[src/rtl/imem_uart_loader_pkg.sv]
// Shared definitions for the UART boot loader: sync byte, loader FSM states
// and the default UART bit-period computation.
package imem_uart_loader_pkg;

   localparam logic [7:0] SYNC_BYTE = 8'hA5;

   typedef enum logic [2:0] {
      ST_IDLE   = 3'd0,
      ST_LEN_H  = 3'd1,
      ST_LEN_L  = 3'd2,
      ST_DATA_H = 3'd3,
      ST_DATA_L = 3'd4,
      ST_CHECK  = 3'd5,
      ST_RUN    = 3'd6,
      ST_ERROR  = 3'd7
   } loader_state_t;

   function automatic int clks_per_bit(input int clk_hz, input int baud);
      return clk_hz / baud;
   endfunction

endpackage

[src/rtl/imem_uart_loader_rx.sv]
// 8N1 UART receiver: 2-flop synchronizer, mid-bit sampling with a down-counting
// bit timer, start-bit glitch rejection and stop-bit framing check.
module uart_rx_8n1
   import imem_uart_loader_pkg::*;
#(
   parameter int CLKS_PER_BIT = 16
) (
   input  logic       clk,
   input  logic       reset_n_in,
   input  logic       uart_rx,
   output logic       byte_valid,
   output logic [7:0] rx_byte,
   output logic       frame_err
);

   localparam int CNT_W = $clog2(CLKS_PER_BIT + 1);
   localparam logic [CNT_W-1:0] HALF_M1 = CNT_W'(CLKS_PER_BIT / 2 - 1);
   localparam logic [CNT_W-1:0] FULL_M1 = CNT_W'(CLKS_PER_BIT - 1);

   typedef enum logic [1:0] {RX_IDLE, RX_START, RX_DATA, RX_STOP} rx_state_t;

   rx_state_t        rx_state;
   logic [2:0]       sync_q;
   logic [CNT_W-1:0] timer;
   logic [2:0]       bit_idx;
   logic [7:0]       shift;
   logic             rx_s;
   logic             rx_fall;

   // sync_q[1] is the synchronized line; sync_q[2] is its previous value for edge detect
   assign rx_s    = sync_q[1];
   assign rx_fall = sync_q[2] & ~sync_q[1];

   always_ff @(posedge clk or negedge reset_n_in) begin
      if (!reset_n_in) begin
         sync_q <= 3'b111;
      end else begin
         sync_q <= {sync_q[1:0], uart_rx};
      end
   end

   always_ff @(posedge clk or negedge reset_n_in) begin
      if (!reset_n_in) begin
         rx_state   <= RX_IDLE;
         timer      <= '0;
         bit_idx    <= '0;
         shift      <= '0;
         byte_valid <= 1'b0;
         rx_byte    <= '0;
         frame_err  <= 1'b0;
      end else begin
         byte_valid <= 1'b0;
         case (rx_state)
            RX_IDLE: begin
               if (rx_fall) begin
                  timer    <= HALF_M1;
                  rx_state <= RX_START;
               end
            end
            RX_START: begin
               if (timer == '0) begin
                  if (rx_s) begin
                     rx_state <= RX_IDLE;
                  end else begin
                     timer    <= FULL_M1;
                     bit_idx  <= '0;
                     rx_state <= RX_DATA;
                  end
               end else begin
                  timer <= timer - 1'b1;
               end
            end
            RX_DATA: begin
               if (timer == '0) begin
                  shift <= {rx_s, shift[7:1]};
                  timer <= FULL_M1;
                  if (bit_idx == 3'd7) begin
                     rx_state <= RX_STOP;
                  end else begin
                     bit_idx <= bit_idx + 1'b1;
                  end
               end else begin
                  timer <= timer - 1'b1;
               end
            end
            RX_STOP: begin
               if (timer == '0) begin
                  byte_valid <= 1'b1;
                  rx_byte    <= shift;
                  frame_err  <= ~rx_s;
                  rx_state   <= RX_IDLE;
               end else begin
                  timer <= timer - 1'b1;
               end
            end
            default: rx_state <= RX_IDLE;
         endcase
      end
   end

endmodule

[src/rtl/imem_uart_loader.sv]
// Boot loader: receives a checksummed program image over UART, writes it into
// IMEM port A and holds the core in reset until a valid image is in place.
//
// state   | meaning
// IDLE    | after reset, waiting for sync byte
// LEN_H   | expecting length high byte
// LEN_L   | expecting length low byte, validates length
// DATA_H  | expecting high byte of next word
// DATA_L  | expecting low byte, issues the IMEM write
// CHECK   | expecting XOR checksum of data bytes
// RUN     | image valid, core released; sync byte restarts
// ERROR   | last load failed, core held; sync byte restarts
module imem_uart_loader
   import imem_uart_loader_pkg::*;
#(
   parameter int CLK_HZ       = 100000000,
   parameter int BAUD         = 115200,
   parameter int ADDR_W       = 10,
   parameter int MAX_WORDS    = 1024,
   parameter int CLKS_PER_BIT = clks_per_bit(CLK_HZ, BAUD)
) (
   input  logic              clk,
   input  logic              reset_n_in,
   input  logic              uart_rx,
   output logic              imem_we,
   output logic [ADDR_W-1:0] imem_addr,
   output logic [15:0]       imem_din,
   output logic              core_reset_n,
   output logic              load_done,
   output logic              load_error
);

   localparam int CNT_W = ADDR_W + 1;
   localparam logic [15:0] MAX_LEN = 16'(MAX_WORDS);

   loader_state_t    state;
   logic             byte_valid;
   logic [7:0]       rx_byte;
   logic             frame_err;
   logic [7:0]       len_hi;
   logic [CNT_W-1:0] len;
   logic [CNT_W-1:0] word_cnt;
   logic [CNT_W-1:0] word_cnt_nxt;
   logic [7:0]       chk;
   logic [7:0]       data_hi;
   logic [15:0]      len_full;
   logic             byte_ok;
   logic             is_sync;
   logic             frame_abort;

   uart_rx_8n1 #(
      .CLKS_PER_BIT (CLKS_PER_BIT)
   ) u_rx (
      .clk        (clk),
      .reset_n_in (reset_n_in),
      .uart_rx    (uart_rx),
      .byte_valid (byte_valid),
      .rx_byte    (rx_byte),
      .frame_err  (frame_err)
   );

   always_comb begin
      len_full     = {len_hi, rx_byte};
      word_cnt_nxt = word_cnt + CNT_W'(1);
      byte_ok      = byte_valid & ~frame_err;
      is_sync      = byte_ok && (rx_byte == SYNC_BYTE);
      // a bad frame only matters while an image is in flight
      frame_abort  = byte_valid && frame_err &&
                     (state inside {ST_LEN_H, ST_LEN_L, ST_DATA_H, ST_DATA_L, ST_CHECK});
   end

   always_ff @(posedge clk or negedge reset_n_in) begin
      if (!reset_n_in) begin
         state        <= ST_IDLE;
         len_hi       <= '0;
         len          <= '0;
         word_cnt     <= '0;
         chk          <= '0;
         data_hi      <= '0;
         imem_we      <= 1'b0;
         imem_addr    <= '0;
         imem_din     <= '0;
         core_reset_n <= 1'b0;
         load_done    <= 1'b0;
         load_error   <= 1'b0;
      end else begin
         imem_we <= 1'b0;
         if (frame_abort) begin
            state        <= ST_ERROR;
            core_reset_n <= 1'b0;
            load_done    <= 1'b0;
            load_error   <= 1'b1;
         end else begin
            case (state)
               ST_IDLE, ST_RUN, ST_ERROR: begin
                  if (is_sync) begin
                     core_reset_n <= 1'b0;
                     load_done    <= 1'b0;
                     state        <= ST_LEN_H;
                  end
               end
               ST_LEN_H: begin
                  if (byte_ok) begin
                     len_hi <= rx_byte;
                     state  <= ST_LEN_L;
                  end
               end
               ST_LEN_L: begin
                  if (byte_ok) begin
                     if (len_full == 16'd0 || len_full > MAX_LEN) begin
                        state      <= ST_ERROR;
                        load_error <= 1'b1;
                     end else begin
                        len      <= CNT_W'(len_full);
                        word_cnt <= '0;
                        chk      <= '0;
                        state    <= ST_DATA_H;
                     end
                  end
               end
               ST_DATA_H: begin
                  if (byte_ok) begin
                     data_hi <= rx_byte;
                     chk     <= chk ^ rx_byte;
                     state   <= ST_DATA_L;
                  end
               end
               ST_DATA_L: begin
                  if (byte_ok) begin
                     imem_we   <= 1'b1;
                     imem_addr <= word_cnt[ADDR_W-1:0];
                     imem_din  <= {data_hi, rx_byte};
                     chk       <= chk ^ rx_byte;
                     word_cnt  <= word_cnt_nxt;
                     state     <= (word_cnt_nxt == len) ? ST_CHECK : ST_DATA_H;
                  end
               end
               ST_CHECK: begin
                  if (byte_ok) begin
                     if (rx_byte == chk) begin
                        state        <= ST_RUN;
                        core_reset_n <= 1'b1;
                        load_done    <= 1'b1;
                        load_error   <= 1'b0;
                     end else begin
                        state      <= ST_ERROR;
                        load_error <= 1'b1;
                     end
                  end
               end
               default: state <= ST_IDLE;
            endcase
         end
      end
   end

endmodule

[config.mk]
export PLATFORM = sky130hd
export DESIGN_NAME = imem_uart_loader
export DESIGN_NICKNAME = d
export VERILOG_FILES = /design/src/rtl/imem_uart_loader_pkg.sv /design/src/rtl/imem_uart_loader_rx.sv /design/src/rtl/imem_uart_loader.sv
export SDC_FILE = /design/constraint.sdc
export NUM_CORES = 1
export LEC_CHECK = 0
export CORE_MARGIN = 1
export CORE_UTILIZATION = 60
export DETAILED_ROUTE_END_ITERATION = 10
export GPL_TIMING_DRIVEN = 1
export PLACE_DENSITY = 0.82
export SYNTH_ARGS = -nofsm -noshare
export SYNTH_HDL_FRONTEND = slang
export SYNTH_SLANG_ARGS = --single-unit
[constraint.sdc]
create_clock -name clk -period 5.22 [get_ports clk]
set_input_delay 1.044 -clock clk [delete_from_list [all_inputs] [get_ports clk]]
set_output_delay 1.044 -clock clk [all_outputs]
set_load 0.01 [all_outputs]
# After elaboration in Yosys (flattened, before gate mapping)
# Cells that the tools add are included.
op_classes:
  add_sub_neg: 3
  n_lt_le_gt_ge: 1
  eq_ne: 35
  n_mux: 53
  bitwise: 7
  reduce_logical: 30
op_table:
  columns: ["operator", "count"]
  rows:
  - ["2-to-1 mux 10 bit", 5]
  - ["one-hot mux 10 bit (4 select lines)", 1]
  - ["2-to-1 mux 3 bit", 13]
  - ["2-to-1 mux 11 bit", 3]
  - ["2-to-1 mux 8 bit", 3]
  - ["one-hot mux 11 bit (2 select lines)", 1]
  - ["inequality test 3 bit (second input constant)", 7]
  - ["AND reduction 5 bit", 4]
  - ["one-hot mux 3 bit (6 select lines)", 1]
  - ["> comparator 16 x 11 -> 1 bit (second input constant)", 1]
  - ["logical NOT 16 bit", 1]
  - ["one-hot mux 8 bit (2 select lines)", 1]
  - ["equality test 3 bit (second input constant)", 5]
  - ["2-to-1 mux 1 bit", 15]
  - ["2-to-1 mux 2 bit", 6]
  - ["inequality test 2 x 1 -> 1 bit (second input constant)", 6]
  - ["inequality test 2 bit (second input constant)", 6]
  - ["AND reduction 3 bit", 4]
  - ["AND reduction 4 bit", 3]
  - ["adder 11 x 1 -> 11 bit (second input constant)", 1]
  - ["equality test 11 bit", 1]
  - ["logical NOT 10 bit", 1]
  - ["subtractor 10 x 1 -> 10 bit (second input constant)", 1]
  - ["equality test 8 bit", 1]
  - ["other kinds (24)", 38]
totals:
  reg_bits: 114
  inputBits: 3
  output_inout_bits: 30
  word_cells: 148

# Logic depth before layout (Yosys ltp)
# Gate-level depths: netlist (run 1).
depth:
  word_depth: 6
  depth_mapped: 9
  ltp_nobuf: 8

# Cells and area by module
# Synthesis (run 1) repeated with hierarchy kept, for this count alone.
unflattened:
  cells_unflattened: 588
  area_unflattened_um2: 5945.7
by_module_without_submodules:
  columns: ["mod", "n_inst", "cells_per_inst", "area_each_um2", "seq_area_each_um2"]
  rows:
  - ["imem_uart_loader", 1, 418, 4058.9, 1951.9]
  - ["uart_rx_8n1", 1, 170, 1886.8, 904.6]

# Worst setup path after synthesis (run 1)
# OpenSTA, ideal clock, no wires.
synth_path:
  path_type: "reg-to-reg"
  startpoint: "reg u_rx.rx_byte[1]"
  endpoint: "reg len[0]"
  setup_time_ps: 125
  arrival_time_ps: 1971
  required_ps: 5095
  slack_ps: 3123
  path_stages_with_launch: 8
  n_path_buf: 2
  synth_period_minus_slack_ps: 2097
  path_cell_list: "dfrtp_1 -> buf_2 -> nor4_4 -> nand4_2 -> a211oi_4 -> nand2_2 -> buf_6 -> mux2_4"
synth_between:
  elab_chain_cells: 4
  elab_cells_between_ends: 5
  classes_between: "order compare (1); bitwise (1); reduce/logical (3)"
synth_rtl:
  columns: ["element", "line_no", "rtl"]
  rows:
  - ["start: declaration", "imem_uart_loader_rx.sv:12", "output logic [7:0] rx_byte,"]
  - ["start signal: assignment", "imem_uart_loader_rx.sv:89", "rx_byte <= shift;"]
  - ["> comparator 16 x 11 -> 1 bit or logical NOT 16 bit (tied branches)", "imem_uart_loader.sv:110", "if (len_full == 16'd0 || len_full > MAX_LEN) begin"]
  - ["logical OR 1 bit (*)", "imem_uart_loader.sv:110", null]
  - ["NOT 1 bit (no source line) (*)", null, null]
  - ["AND reduction 4 bit (no source line) (*)", null, null]
  - ["end signal: assignment", "imem_uart_loader.sv:114", "len <= CNT_W'(len_full);"]
  - ["end: declaration", "imem_uart_loader.sv:41", "logic [CNT_W-1:0] len;"]
# Every way passes the cells marked *; elsewhere a longest branch is shown, timed or not.
# A chain may end at the register's enable or synchronous reset.

# Final worst setup path (run 1)
layout_path:
  startpoint: "reg u_rx.rx_byte[7]"
  endpoint: "reg len[10]"
# Same word-level chain as after synthesis.

==> results of run 1 <==
cells in the mapped netlist, drive strengths merged, types with 4 or more instances:
cell type / n / area, um2
mux2: 43 / 521.7
nor2b: 8 / 50.05
o21ai: 51 / 255.3
inv: 16 / 60.06
nor3: 15 / 80.08
clkbuf: 22 / 82.58
o21a: 4 / 30.03
a211oi: 4 / 42.54
a21oi: 29 / 145.1
xnor2: 9 / 78.83
ha: 8 / 100.1
nand3: 14 / 70.07
dfrtp: 111 / 2778
o32a: 4 / 40.04
nand2: 117 / 441.7
nor4: 4 / 46.29
nand4: 5 / 37.53
xor2: 13 / 113.9
nor2: 26 / 97.59
o31ai: 4 / 30.03
buf: 11 / 68.81
routing by layer:
metal / wire length (um) / vias to the layer above
li1: - / 1963
met1: 5142 / 2117
met2: 6672 / 135
met3: 575 / 16
met4: 158 / 0
met5: 0 / -
metrics by stage:
stage               hold slack (ps)  std cells  setup slack, ps  power [mW]  cell area [um2]
global placement              346.5        668             2863       1.387             5859
global route                  358.9        698             2483       2.696             6452
floorplan                     345.2        559             3123       1.312             5543
CTS                           359.3        698             2688       2.587             6452
detailed placement            352.5        668             2746       1.412             5859
finish                        359.6        698             2700       2.582             6452
power by group through the flow:
stage | registers (mW) | clock network (mW) | logic [mW]
4_1_cts | 0.990 | 1.19 | 0.412
6_report | 0.991 | 1.18 | 0.415
3_5_place_dp | 1.00 | 0 | 0.408
2_1_floorplan | 0.991 | 0 | 0.321
3_3_place_gp | 1.00 | 0 | 0.387
5_1_grt | 0.998 | 1.23 | 0.472
state kept, by name, indices dropped and copies added (netlist names), named ones only:
signal           cells
imem_addr           10
len_hi               8
u_rx.rx_byte         8
u_rx.byte_valid      1
u_rx.frame_err       1
data_hi              8
u_rx.bit_idx         3
word_cnt            11
u_rx.timer          10
load_error           1
load_done            1
chk                  8
imem_din            16
u_rx.sync_q          3
state                3
u_rx.shift           8
u_rx.rx_state        1
imem_we              1
len                 11
layout make-up:
cell class / count / area (um2)
multi-input combinational: 396 / 2475
sequential: 114 / 2856
clock buffer: 19 / 431.7
timing repair buffer: 34 / 332.8
inverter: 16 / 60.06
clock inverter: 11 / 161.4
tap: 108 / 135.1
fill: 592 / 2396
layout by cell type, fill, tap and decap left out, types with 9 or more instances in the layout:
cell / n
nand2_1: 116
clkbuf_16: 16
mux2_1: 17
xnor2_1: 9
nor3_1: 14
dfrtp_1: 111
xor2_1: 13
nand3_1: 14
inv_1: 14
clkdlybuf4s50_1: 31
o21ai_0: 12
mux2_4: 10
mux2_2: 16
nor2_1: 26
o21ai_1: 39
a21oi_1: 29
final timing paths:
| path | slack, ps | end |
|---|---|---|
| max | 2700 | len[10]$_DFFE_PN0P_ |
| min | 360 | u_rx.sync_q[1]$_DFF_PN1_ |
| max reg2reg | 2700 | len[10]$_DFFE_PN0P_ |
| min reg2reg | 360 | u_rx.sync_q[1]$_DFF_PN1_ |
| max in group asynchronous | 3500 | len_hi[7]$_DFFE_PN0P_ |
| min in group asynchronous | 710 | imem_addr[7]$_DFFE_PN0P_ |
cells by family after synthesis:
logic type               Yosys count
AO/OA/AOI/OAI                    112
multiplexers                      45
AND/OR/NAND/NOR                  208
buffers and inverters             49
flip-flops                       114
adder cells (fa/ha/maj)            9
XOR/XNOR                          22
worst register-to-register path, stage by stage, from the launching register on:
cell      delay [ps]
dfrtp_1          520
nor4_2           400
nand4_2          230
a211oi_4         520
nand2_2          340
mux2_1           400
==> reports/metrics.yaml, run 1 <==
setup_viol: 0
maxCapViolations: 0
die-area_mm2: 0.009627
syn_area_per_cell_um2: 9.916
synth_edf_count: 0
hp-start: "u_rx.sync_q[0]$_DFF_PN1_"
track_usage: 0.2861
crit_start: "u_rx.rx_byte[7]$_DFFE_PN0P_"
hold_buffers: 0
pwr-share-seq: 0.384
p_clk_frac: 0.456
fin_tns_setup_ps: 0
nets: 590
synthXorXnorAreaFrac: 0.03476
tightest_slew_ps: 1033
antenna_found_initial: 0
synth_cell_types: 58
synth-main-ff-cell: "dfrtp_1"
fmax_ghz: 0.3968
critical-path-top-delay-family: "simple AND/OR/NAND/NOR gates"
met1_usage: 0.3400
numCtsBuffers: 17
ys_seq_elements: 114
fin_util: 0.7292
overflow: 0
grt_use_met3: 0.06800
critPathLaunchType: "flop"
wl_per_cell_um: 17.98
fp-row-count: 34
synth_seq_area_share: 0.5153
drv_slew: 0
cp.arrival_ps: 2910
violations: "DRC"
cts_root_buf: "clkbuf_8"
grt_pass1_vias: 4331
final_hold_viol_count: 0
drc: 6
dr.pass1.iters: 10
ioPinCount: 33
rr_startpoint: "u_rx.rx_byte[7]$_DFFE_PN0P_"
p_int_mw: 1.877
p_leak_nw: 3.140
path_cells: "nor4_2 > nand4_2 > a211oi_4 > nand2_2 > mux2_1"
drive_above_1_share: 0.1203
reg2regPathDepth: 5
area_growth_pct: 16.41
grt_pass1_wl_um: 21360
start_util: 0.6264
critPathSlowestCell: "dfrtp_1"
synth_simple_gate_area_frac: 0.1734
status: "complete, but fails checks"
period_minus_slack_ps: 2520
clk_pin_slew_worst_paths_ps: 60
cts.htree.levels: 4
place_hpwl_um: 7656
muxShareOfSynthArea: 0.09774
ys.warnings.count: 0
switchingPower_mw: 0.7045
p_per_area_mw_per_mm2: 400.2
clock_sinks: 114
hold_path.class: "flop to flop"
grt_max_degree: 85
hold_path_depth: 0
setup.worst_path.end_class: "flop"
die_y_um: 98.12
critPathKind: "flop to flop"
synth_adder_area_share: 0.01986
detail-route-antenna-nets: 0
async_reset_ff_frac: 1.000
relSlewSlack: 0.3116
crit_buf_inv: 0
post-cts-setup-buffers: 0
synth-compound-area-share: 0.1208
sw_frac_of_total: 0.2729
wirelength_um: 12550
netlist_area_mm2: 0.005543
antennaDiodeCount: 0
drt-initial-drc-count: 298
cts_tree: "done"
cp_data_required_time_ps: 5610
crit_cells: 5
synth_top_family_by_area: "simple AND/OR/NAND/NOR gates"
cts_buffer_depth: 2
gp_congestion: 0.8762
irDropWorstVdd_mv: 0.3559
finalClockSkew_ps: 14.12
fin_crit_sh: 0.4828
vias: 4231
portBuffers: 32
via_per_inst: 6.062
rsz0062_at_grt: "false"
dieWidth_um: 98.12
post_cts_resized: 0
use_met2: 0.5070
clock_insertion_delay_worst_skew_ps: 520
power_frac_comb: 0.161
critPathMaxFanout: 11
slowest_delay_ps: 520
coreArea_mm2: 0.008848
top_usage_layer: "met2"
synthesis.nets: 570
synthCells: 559
Note: power is estimated with default switching activity, not from simulation.
==> inputs of run 2 (changes only) <==
Settings changed: CORE_UTILIZATION 60 to 59, PLACE_DENSITY 0.82 to 0.81.
Clock period 5.22 ns to 2.42 ns, I/O delays scaled along.
==> run 2 against run 1 <==
The run now ends clean. Non-clock buffer count increased by 17. Worst setup slack got worse by 2500 ps. Clock power increased by 110%. Total power increased by 110%. Sequential share of layout area decreased by 0.95 points. Final cell count increased by 3.2%. First-iteration DRC count decreased by 21%. Via count increased by 1.4%. Core utilization decreased by 0.88 points. Register-to-register slack got worse by 2500 ps. Worst hold slack got worse by 4.6 ps. Critical path type unchanged. Critical endpoint is now u_rx.timer[7]$_DFFE_PN0P_.
==> reports/metrics.yaml, run 2 (same netlist as run 1, synthesis figures left out) <==
antenna_found_initial: 0
cts_root_buf: "clkbuf_8"
clk_pin_slew_worst_paths_ps: 50
setup.worst_path.end_class: "flop"
m1WireLength_um: 4982
setup_viol: 0
hold_buffers: 1
drive_above_1_share: 0.1412
ioPinCount: 33
crit_start: "u_rx.timer[0]$_DFFE_PN0P_"
cts_buffer_depth: 2
hold_path.class: "flop to flop"
p_clk_frac: 0.444
largest_reg_flops: 16
nets: 607
track_usage: 0.2772
place_hpwl_um: 8359
gp_congestion: 0.9003
irDropWorstVdd_mv: 1.074
cts_tree: "done"
vias: 4289
clock_sinks: 114
die_y_um: 98.93
period_minus_slack_ps: 2217
start_util: 0.6056
area_growth_pct: 18.96
largest_registers: "imem_din (16), len (11), word_cnt (11)"
regMostFlops: "imem_din"
switchingPower_mw: 1.534
cp.arrival_ps: 2610
finalClockSkew_ps: 7.081
post_cts_resized: 0
clock_insertion_delay_worst_skew_ps: 510
grt_pass1_vias: 4309
wl_met3_um: 663
p_leak_nw: 3.214
fin_crit_sh: 0.9163
final_common_cell: "nand2_1"
drv_slew: 0
grt_max_degree: 54
tightest_slew_ps: 811.5
routed-wl-met2_um: 6442
maxCapViolations: 0
top_layer: "met4"
relSlewSlack: 0.4561
detail-route-antenna-nets: 0
fmax_ghz: 0.4510
wirelength_um: 12530
die-area_mm2: 0.009786
final_cell_mix: "116 x nand2_1, 111 x dfrtp_1, 39 x o21ai_1"
rsz0062_at_grt: "false"
wl_per_cell_um: 17.40
rr_startpoint: "u_rx.timer[0]$_DFFE_PN0P_"
p_int_mw: 4.007
drt-initial-drc-count: 234
antennaDiodeCount: 0
hp-start: "u_rx.sync_q[0]$_DFF_PN1_"
sw_frac_of_total: 0.2768
cp_data_required_time_ps: 2820
critPathMaxFanout: 7
dr.pass1.iters: 5
power_frac_comb: 0.170
cts.htree.levels: 4
p_per_area_mw_per_mm2: 840.3
grt_pass1_wl_um: 20930
fin_tns_setup_ps: 0
status: "complete, no violations"
overflow: 0
post-cts-setup-buffers: 0
pwr-share-seq: 0.387
coreArea_mm2: 0.009153
portBuffers: 32
numCtsBuffers: 17
critPathKind: "flop to flop"
fp-row-count: 35
hold_ws_ps: 355.0
final_hold_viol_count: 0
drc: 0
critPathLaunchType: "flop"
via_per_inst: 5.957
dieWidth_um: 98.93
run 2: cell count changes in the layout (fill, tap and decap cells not counted), sizes merged:
| cell | before | now |
|---|---|---|
| bufinv | 4 | 3 |
| clkbuf | 19 | 23 |
| buf | 3 | 19 |
| clkinvlp | 1 | 3 |
| dlygate4sd3 | 0 | 1 |
| clkinv | 5 | 3 |
| inv | 17 | 16 |
run 2: final timing paths:
path	endpoint	slack (ps)	depth (start not counted)
min in group asynchronous	word_cnt[8]$_DFFE_PN0P_	430	2
setup / recovery	u_rx.timer[7]$_DFFE_PN0P_	200	7
hold reg to reg	u_rx.sync_q[1]$_DFF_PN1_	360	0
max in group asynchronous	u_rx.sync_q[2]$_DFF_PN1_	1350	3
setup reg to reg	u_rx.timer[7]$_DFFE_PN0P_	200	7
hold / removal	u_rx.sync_q[1]$_DFF_PN1_	360	0
run 2: critical path, cell delays in order, from the launching register on:
cell and delay [ps]:
dfrtp_1 410, inv_1 100, ha_1 190, nor3b_2 350, nand3_1 210, a21oi_1 460
a21oi_1 90, o32a_1 300
run 2: routing by layer:
metal	GRT usage	up-vias
li1	-	2001
met1	0.3208	2079
met2	0.4793	172
met3	0.05957	37
met4	0.1550	0
met5	0	-
run 2: final cells by class:
type                            count  area [um2]
Inverter                           16       60.06
Clock inverter                      9       131.4
Timing Repair Buffer               51       475.5
Tap cell                          111       138.9
Fill cell                         607        2559
Multi-Input combinational cell    396        2475
Sequential cell                   114        2856
Clock buffer                       23       456.7
run 2: power groups by stage:
stage / logic, mW / registers (mW) / clock network [mW]
2_1_floorplan: 0.692 / 2.14 / 0
3_3_place_gp: 0.866 / 2.16 / 0
3_5_place_dp: 0.915 / 2.17 / 0
4_1_cts: 0.919 / 2.14 / 2.49
5_1_grt: 1.04 / 2.15 / 2.58
6_report: 0.939 / 2.14 / 2.46
run 2: per-stage QoR:
stage / power [mW] / instances / setup WS, ps / util / instance area, um2
3_5_place_dp: 3.084 / 687 / 232.1 / 0.6551 / 5996
5_1_grt: 5.773 / 720 / 31.07 / 0.7204 / 6594
6_report: 5.541 / 720 / 202.6 / 0.7204 / 6594
2_1_floorplan: 2.830 / 559 / 323.4 / - / 5543
4_1_cts: 5.543 / 720 / 219.2 / 0.7204 / 6594
3_3_place_gp: 3.025 / 687 / 340.9 / 0.6551 / 5996
